$ cat config.mk
export PLATFORM = sky130hd
export DESIGN_NAME = alu_sequencer_flat
export DESIGN_NICKNAME = d
export VERILOG_FILES = /design/src/rtl/alu_sequencer_pkg.sv /design/src/rtl/alu_sequencer_if.sv /design/src/rtl/alu_sequencer.sv /design/src/flat_wrapper.sv
export SDC_FILE = /design/constraint.sdc
export NUM_CORES = 1
export LEC_CHECK = 0
export ABC_AREA = 1
export CAP_MARGIN = 25
export CORE_ASPECT_RATIO = 1.25
export CORE_MARGIN = 2
export CORE_UTILIZATION = 35
export DETAILED_ROUTE_END_ITERATION = 7
export PLACE_DENSITY = 0.69
export SLEW_MARGIN = 25
export SYNTH_ARGS = -nofsm -noshare
export SYNTH_HDL_FRONTEND = slang
export SYNTH_SLANG_ARGS = --single-unit
export TNS_END_PERCENT = 30
$ cat constraint.sdc
create_clock -name CLK -period 1.5 [get_ports CLK]
set_clock_uncertainty 0.15 [all_clocks]
set_input_delay 0.225 -clock CLK [delete_from_list [all_inputs] [get_ports CLK]]
set_output_delay 0.225 -clock CLK [all_outputs]
set_load 0.02 [all_outputs]
$ cat src/rtl/alu_sequencer_pkg.sv
// Shared Salamander-4 definitions: ALU opcodes, instruction layout, sequencer states.
package salamander_pkg;

  localparam logic [2:0] OP_ADD = 3'd0;
  localparam logic [2:0] OP_SUB = 3'd1;
  localparam logic [2:0] OP_AND = 3'd2;
  localparam logic [2:0] OP_OR  = 3'd3;
  localparam logic [2:0] OP_XOR = 3'd4;
  localparam logic [2:0] OP_NOT = 3'd5;
  localparam logic [2:0] OP_LD  = 3'd6;
  localparam logic [2:0] OP_ST  = 3'd7;

  localparam int unsigned INSTR_ADDR_W = 4;

  typedef struct packed {
    logic [2:0]              op;
    logic                    use_c;
    logic [INSTR_ADDR_W-1:0] addr;
  } instr_t;

  typedef enum logic [2:0] {
    ST_IDLE    = 3'd0,
    ST_FETCH   = 3'd1,
    ST_DECODE  = 3'd2,
    ST_EXECUTE = 3'd3,
    ST_WBACK   = 3'd4
  } seq_state_e;

endpackage

$ cat src/rtl/alu_sequencer_if.sv
// Program-memory, register-file and ALU bus driven by the sequencer.
interface alu_sequencer_if #(
  parameter int unsigned DATA_W = 8,
  parameter int unsigned ADDR_W = 4,
  parameter int unsigned PC_W   = 4
);
  logic [PC_W-1:0]     imem_addr;
  logic [ADDR_W+3:0]   imem_rdata;
  logic [ADDR_W-1:0]   rf_raddr;
  logic [DATA_W-1:0]   rf_rdata;
  logic                rf_we;
  logic [ADDR_W-1:0]   rf_waddr;
  logic [DATA_W-1:0]   rf_wdata;
  logic                alu_ce;
  logic [2:0]          alu_op;
  logic [DATA_W-1:0]   alu_left;
  logic [DATA_W-1:0]   alu_right;
  logic                alu_carry_in;
  logic                alu_carry_out;
  logic [DATA_W-1:0]   alu_result;

  modport master (
    output imem_addr, rf_raddr, rf_we, rf_waddr, rf_wdata,
           alu_ce, alu_op, alu_left, alu_right, alu_carry_in,
    input  imem_rdata, rf_rdata, alu_carry_out, alu_result
  );

  modport slave (
    input  imem_addr, rf_raddr, rf_we, rf_waddr, rf_wdata,
           alu_ce, alu_op, alu_left, alu_right, alu_carry_in,
    output imem_rdata, rf_rdata, alu_carry_out, alu_result
  );
endinterface

$ cat src/rtl/alu_sequencer.sv
// Salamander-4 accumulator sequencer: fetch/decode/execute/writeback around an
// external combinational ALU; owns PC, IR, ACC and the carry flag.
module alu_sequencer
  import salamander_pkg::*;
#(
  parameter int unsigned DATA_W = 8,
  parameter int unsigned ADDR_W = 4,
  parameter int unsigned PC_W   = 4
) (
  input  logic              CLK,
  input  logic              RST,
  input  logic              start,
  input  logic              stop,
  output logic              busy,
  output logic              done,
  output logic [DATA_W-1:0] acc,
  alu_sequencer_if.master   bus
);

  localparam int unsigned IW = ADDR_W + 4;

  seq_state_e        state;
  logic [PC_W-1:0]   pc;
  logic [IW-1:0]     ir;
  logic [DATA_W-1:0] acc_q;
  logic              c_q;
  logic [DATA_W-1:0] opnd_q;
  logic [DATA_W-1:0] res_q;
  logic              cout_q;
  logic              stop_pend;
  logic              done_q;

  logic [2:0]        ir_op, mem_op;
  logic              ir_use_c;
  logic [ADDR_W-1:0] ir_addr, mem_addr;

  assign ir_op    = ir[IW-1 -: 3];
  assign ir_use_c = ir[ADDR_W];
  assign ir_addr  = ir[ADDR_W-1:0];
  assign mem_op   = bus.imem_rdata[IW-1 -: 3];
  assign mem_addr = bus.imem_rdata[ADDR_W-1:0];

  always_ff @(posedge CLK) begin
    if (RST) begin
      state     <= ST_IDLE;
      pc        <= '0;
      ir        <= '0;
      acc_q     <= '0;
      c_q       <= 1'b0;
      opnd_q    <= '0;
      res_q     <= '0;
      cout_q    <= 1'b0;
      stop_pend <= 1'b0;
      done_q    <= 1'b0;
    end else begin
      done_q <= 1'b0;
      if (stop && (state inside {ST_FETCH, ST_DECODE, ST_EXECUTE}))
        stop_pend <= 1'b1;
      unique case (state)
        ST_IDLE: begin
          if (start) begin
            state     <= ST_FETCH;
            stop_pend <= stop;
          end
        end
        ST_FETCH:  state <= ST_DECODE;
        ST_DECODE: begin
          ir    <= bus.imem_rdata;
          state <= ST_EXECUTE;
        end
        ST_EXECUTE: begin
          opnd_q <= bus.rf_rdata;
          res_q  <= bus.alu_result;
          cout_q <= bus.alu_carry_out;
          state  <= ST_WBACK;
        end
        ST_WBACK: begin
          case (ir_op)
            OP_ADD, OP_SUB: begin
              acc_q <= res_q;
              c_q   <= cout_q;
            end
            OP_AND, OP_OR, OP_XOR, OP_NOT, OP_LD: acc_q <= res_q;
            OP_ST: ;
            default: ;
          endcase
          pc <= pc + PC_W'(1);
          if (&pc) begin
            done_q    <= 1'b1;
            stop_pend <= 1'b0;
            state     <= ST_IDLE;
          end else if (stop_pend || stop) begin
            stop_pend <= 1'b0;
            state     <= ST_IDLE;
          end else begin
            state <= ST_FETCH;
          end
        end
        default: state <= ST_IDLE;
      endcase
    end
  end

  assign busy = (state != ST_IDLE);
  assign done = done_q;
  assign acc  = acc_q;

  // The RF read lands during EXECUTE, so the ALU sees it directly there and the
  // registered copy afterwards.
  always_comb begin
    bus.imem_addr    = pc;
    bus.rf_raddr     = (state == ST_DECODE) ? mem_addr : ir_addr;
    bus.rf_we        = (state == ST_WBACK) && (ir_op == OP_ST) && !RST;
    bus.rf_waddr     = ir_addr;
    bus.rf_wdata     = res_q;
    bus.alu_ce       = (state == ST_EXECUTE);
    bus.alu_left     = acc_q;
    bus.alu_right    = (state == ST_EXECUTE) ? bus.rf_rdata : opnd_q;
    bus.alu_carry_in = ir_use_c & c_q;
    bus.alu_op       = '0;
    if (state == ST_DECODE)
      bus.alu_op = mem_op;
    else if (state == ST_EXECUTE || state == ST_WBACK)
      bus.alu_op = ir_op;
  end

endmodule

$ cat src/flat_wrapper.sv
// flat-port wrapper written by rule: the top's interface ports become plain ports
module alu_sequencer_flat import salamander_pkg::*;
#(
  parameter int unsigned DATA_W = 8,
  parameter int unsigned ADDR_W = 4,
  parameter int unsigned PC_W   = 4
)
  (CLK, RST, start, stop, busy, done, acc, bus_imem_addr, bus_rf_raddr, bus_rf_we, bus_rf_waddr, bus_rf_wdata, bus_alu_ce, bus_alu_op, bus_alu_left, bus_alu_right, bus_alu_carry_in, bus_imem_rdata, bus_rf_rdata, bus_alu_carry_out, bus_alu_result);
  alu_sequencer_if #(.DATA_W(DATA_W), .ADDR_W(ADDR_W), .PC_W(PC_W)) bus_i ();
  input  logic CLK;
  input  logic RST;
  input  logic start;
  input  logic stop;
  output logic busy;
  output logic done;
  output logic [DATA_W-1:0] acc;
  output wire logic [$bits(bus_i.imem_addr)-1:0] bus_imem_addr;
  output wire logic [$bits(bus_i.rf_raddr)-1:0] bus_rf_raddr;
  output wire logic [$bits(bus_i.rf_we)-1:0] bus_rf_we;
  output wire logic [$bits(bus_i.rf_waddr)-1:0] bus_rf_waddr;
  output wire logic [$bits(bus_i.rf_wdata)-1:0] bus_rf_wdata;
  output wire logic [$bits(bus_i.alu_ce)-1:0] bus_alu_ce;
  output wire logic [$bits(bus_i.alu_op)-1:0] bus_alu_op;
  output wire logic [$bits(bus_i.alu_left)-1:0] bus_alu_left;
  output wire logic [$bits(bus_i.alu_right)-1:0] bus_alu_right;
  output wire logic [$bits(bus_i.alu_carry_in)-1:0] bus_alu_carry_in;
  input wire logic [$bits(bus_i.imem_rdata)-1:0] bus_imem_rdata;
  input wire logic [$bits(bus_i.rf_rdata)-1:0] bus_rf_rdata;
  input wire logic [$bits(bus_i.alu_carry_out)-1:0] bus_alu_carry_out;
  input wire logic [$bits(bus_i.alu_result)-1:0] bus_alu_result;
  assign bus_imem_addr = bus_i.imem_addr;
  assign bus_rf_raddr = bus_i.rf_raddr;
  assign bus_rf_we = bus_i.rf_we;
  assign bus_rf_waddr = bus_i.rf_waddr;
  assign bus_rf_wdata = bus_i.rf_wdata;
  assign bus_alu_ce = bus_i.alu_ce;
  assign bus_alu_op = bus_i.alu_op;
  assign bus_alu_left = bus_i.alu_left;
  assign bus_alu_right = bus_i.alu_right;
  assign bus_alu_carry_in = bus_i.alu_carry_in;
  assign bus_i.imem_rdata = bus_imem_rdata;
  assign bus_i.rf_rdata = bus_rf_rdata;
  assign bus_i.alu_carry_out = bus_alu_carry_out;
  assign bus_i.alu_result = bus_alu_result;
  alu_sequencer #(.DATA_W(DATA_W), .ADDR_W(ADDR_W), .PC_W(PC_W)) u_core (.CLK(CLK), .RST(RST), .start(start), .stop(stop), .busy(busy), .done(done), .acc(acc), .bus(bus_i));
endmodule
==> results.md <==
| Item | Value |
|:---|:---|
| Die area | 5847 sq um |
| Reg-to-reg endpoint | u_core.bus.rf_wdata[1] |
| Aggregate global routing overflow | 0 |
| Library cell with the largest summed area after synthesis | sky130_fd_sc_hd__dfxtp_1 |
| Startpoint type of the worst setup path | flop |
| Max Root-Sink Buffers | 2 |
| Distinct cell type count after synthesis | 22 |
| Critical path endpoint | bus_alu_right[7] |
| Total Neg Setup Slack | -4190 ps |
| Startpoint of the lowest-slack register-to-register path | u_core.state[0] |
| Routed wire length | 4858 um |
| Worst setup slack after layout | -272.2 ps |
| Max Clock Freq | 564.3 MHz |
| Vert. Die Dim | 85.00 um |
| Violated checks | negative setup slack |
| CTS tree | done |
| Worst Tran Pin Value | 230.8 ps |
| CORE AREA | 5080 sq um |
| Buffers added on ports | 80 |
| Fraction of final layout cells with drive strength greater than 1 | 31.78% |
| Setup CP Type | reg -> out |
| Mean post-synth cell area | 7.175 sq um |
| Drt first pass iters | 4 |
| FFs w/ async S/R, synth | 0% |
| Cell types with the largest area share after synthesis | sky130_fd_sc_hd__dfxtp_1 47%, sky130_fd_sc_hd__nor2_1 12%, sky130_fd_sc_hd__o21ai_0 9.0% |
| Most used flip-flop cell after synthesis | sky130_fd_sc_hd__dfxtp_1 |
| Global-route usage over all layers | 16.53% |
| Pin count of the biggest net entering global routing | 22 |
| Number of rows created at floorplan | 29 |
| Average wire per standard cell | 11.38 um |
| Initial standard-cell utilization of the core | 36.16% |
| Outcome | complete, but fails checks |
| Nets in the synthesized netlist | 286 |
| Power per cell area | 960.5 nW/um^2 |
| Area share of the largest cell type after synthesis | 46.87% |
| Initial antenna violation count | 0 |
| Seq/Total Area, Yosys | 46.87% |
| Yosys Warn Count | 0 |
| HPWL after DPL | 3255 um |
| Max-Cap Viols | 0 |
| Worst Path Arrival | 1400 ps |
| Shortest clock period the worst path allows after layout | 1772 ps |
| Gate Count Post-Synth | 256 |
| Crit path launch | u_core.state[0] |
| Count of antenna-violating nets left after detailed routing | 0 |
| Leakage power total | 1.612 nW |
| R2r setup slk | -40 ps |
| Signed area change from the synthesized netlist to the final layout | 70.57% |
| Maximum fanout along the worst path | 7 |
| Wire length of the first global-routing pass | 7521 um |
| Number of global-route vias before repair | 1797 |
| Period utilization | 118.1% |
| Worst-case vdd ir drop | 0.5552 mV |
| Clock Sink Count | 43 |
| Post-synthesis sequential element count | 43 |
| Register clock-pin slew on the reported worst setup and hold paths | 80 ps |
| Number of violations reported at the end of detailed-routing iteration 0 | 106 |
| Remaining routing DRC violations | 0 |
| Netlist area before placement | 1837 sq um |
| Data required time of the worst path | 1120 ps |
| Worst rel slew slack | 84.61% |
| Chip width | 68.80 um |
| Most common cell after layout, fill and taps aside | sky130_fd_sc_hd__nor2_1 |
| Kind of end point of the critical path | primary output |
| EDFF count, synth | 0 |
| H-tree level count | 2 |
| Vias | 1937 |
| Hold-fix buffer count after cts | 0 |
| Root buf cell | sky130_fd_sc_hd__clkbuf_8 |
| Number of max-slew violations in the final report | 0 |
| Setup repair after global routing missed its margin | yes |
| Routability-driven placement congestion ratio | 0.8217 |
| Number of nets at the end of the flow | 394 |
| Number of top-level pins | 81 |
| Final Setup Violations | 27 |
| Insertion delay to the later sink of the worst-skew pair | 290 ps |
| Share of the core filled with cells | 61.67% |
| Commonest cells after routing, fill and taps aside | 57 x sky130_fd_sc_hd__nor2_1, 41 x sky130_fd_sc_hd__buf_4, 39 x sky130_fd_sc_hd__dfxtp_1 |
| TritonCTS Buffers | 5 |
| Worst reg-to-reg path cell count | 8 |
| Number of diodes | 0 |
| Hold Path Class | reg -> reg |
| Via-per-instance ratio | 4.536 |
| Final-report hold violation count | 0 |
logic make-up after synthesis:
kind of cell,synth area share (%)
adder cells (fa/ha/maj),0.6811
buffers and inverters,16.14
AO/OA/AOI/OAI,12.06
flip-flops,46.87
AND/OR/NAND/NOR,23.77
XOR/XNOR,0.4769
how the worst min path moves through the flow:
stage,from,end,slack [ps],cells past startpoint
4_1_cts,u_core.ir[4],u_core.ir[4],340,2
3_5_place_dp,u_core.ir[4],u_core.ir[4],320,2
5_1_grt,bus_alu_carry_out,u_core.cout_q,360,3
3_3_place_gp,u_core.ir[4],u_core.ir[4],310,2
6_report,u_core.ir[4],u_core.ir[4],340,2
2_1_floorplan,RST,u_core.done,150,1
synth_stat cells (4+ instances only):
cell type and n:
sky130_fd_sc_hd__nor2_1 59, sky130_fd_sc_hd__dfxtp_1 43, sky130_fd_sc_hd__inv_1 36, sky130_fd_sc_hd__nand2_1 33, sky130_fd_sc_hd__o21ai_0 33, sky130_fd_sc_hd__buf_4 13
sky130_fd_sc_hd__a21oi_1 6, sky130_fd_sc_hd__nand3_1 6, sky130_fd_sc_hd__clkbuf_1 4, sky130_fd_sc_hd__nor3_1 4, sky130_fd_sc_hd__o21ai_1 4
power by group:
part / switching (mW) / internal (mW) / total (mW)
clock network: 0.418 / 0.333 / 0.751
registers: 0.0588 / 1.22 / 1.28
logic: 0.484 / 0.495 / 0.979
flip-flops by register name, summed over array words and instances (netlist names):
register / count
u_core.bus.imem_addr: 4
u_core.stop_pend: 1
u_core.acc: 8
u_core.bus.rf_wdata: 8
u_core.c_q: 1
u_core.opnd_q: 8
u_core.state: 3
u_core.done: 1
u_core.cout_q: 1
u_core.ir: 8
metrics by stage:
stage          cells  setup WS, ps  power, mW  hold WS [ps]  instance area (sq um)
2_1_floorplan    256        -136.8      1.686         154.3                   1837
3_3_place_gp     408        -434.2      2.082         311.8                   2803
3_5_place_dp     408        -458.8      2.091         319.3                   2803
4_1_cts          421        -290.2      2.912         339.2                   2980
5_1_grt          427        -338.4      3.178         355.5                   3133
6_report         427        -272.2      3.009         336.3                   3133
worst max-delay path, stage by stage (launching register included):
cell and delay, ps:
sky130_fd_sc_hd__dfxtp_4 400, sky130_fd_sc_hd__nand2_4 60, sky130_fd_sc_hd__nor2_4 140, sky130_fd_sc_hd__buf_6 160
sky130_fd_sc_hd__nand2_2 60, sky130_fd_sc_hd__o21ai_2 70, sky130_fd_sc_hd__inv_1 70, sky130_fd_sc_hd__buf_6 130
area by class of cell:
cell class	count	area [sq um]
fill	465	1947
timing repair buffer	122	1100
sequential	43	873.3
multi-input combinational	153	838.3
inverter	39	151.4
tap	62	77.57
clock buffer	5	68.82
clock inverter	3	23.77
metal layers:
layer | vias to the layer above | part of all wire, % | track usage [%]
met4 | 0 | 2.3 | 7.308
met2 | 58 | 53 | 29.63
met1 | 879 | 39 | 18.25
met3 | 11 | 5.7 | 3.050
met5 | - | 0 | 0
li1 | 989 | - | -
timing repair:
| item | CTS | global route |
|---|---|---|
| gates resized for setup | 182 | 32 |
| gates cloned | 2 | 0 |
| buffers inserted | 3 | 6 |
| setup endpoints to repair | 62 | 30 |
| pin swaps | 4 | 6 |
No activity file was read; power rests on OpenSTA's default activity.
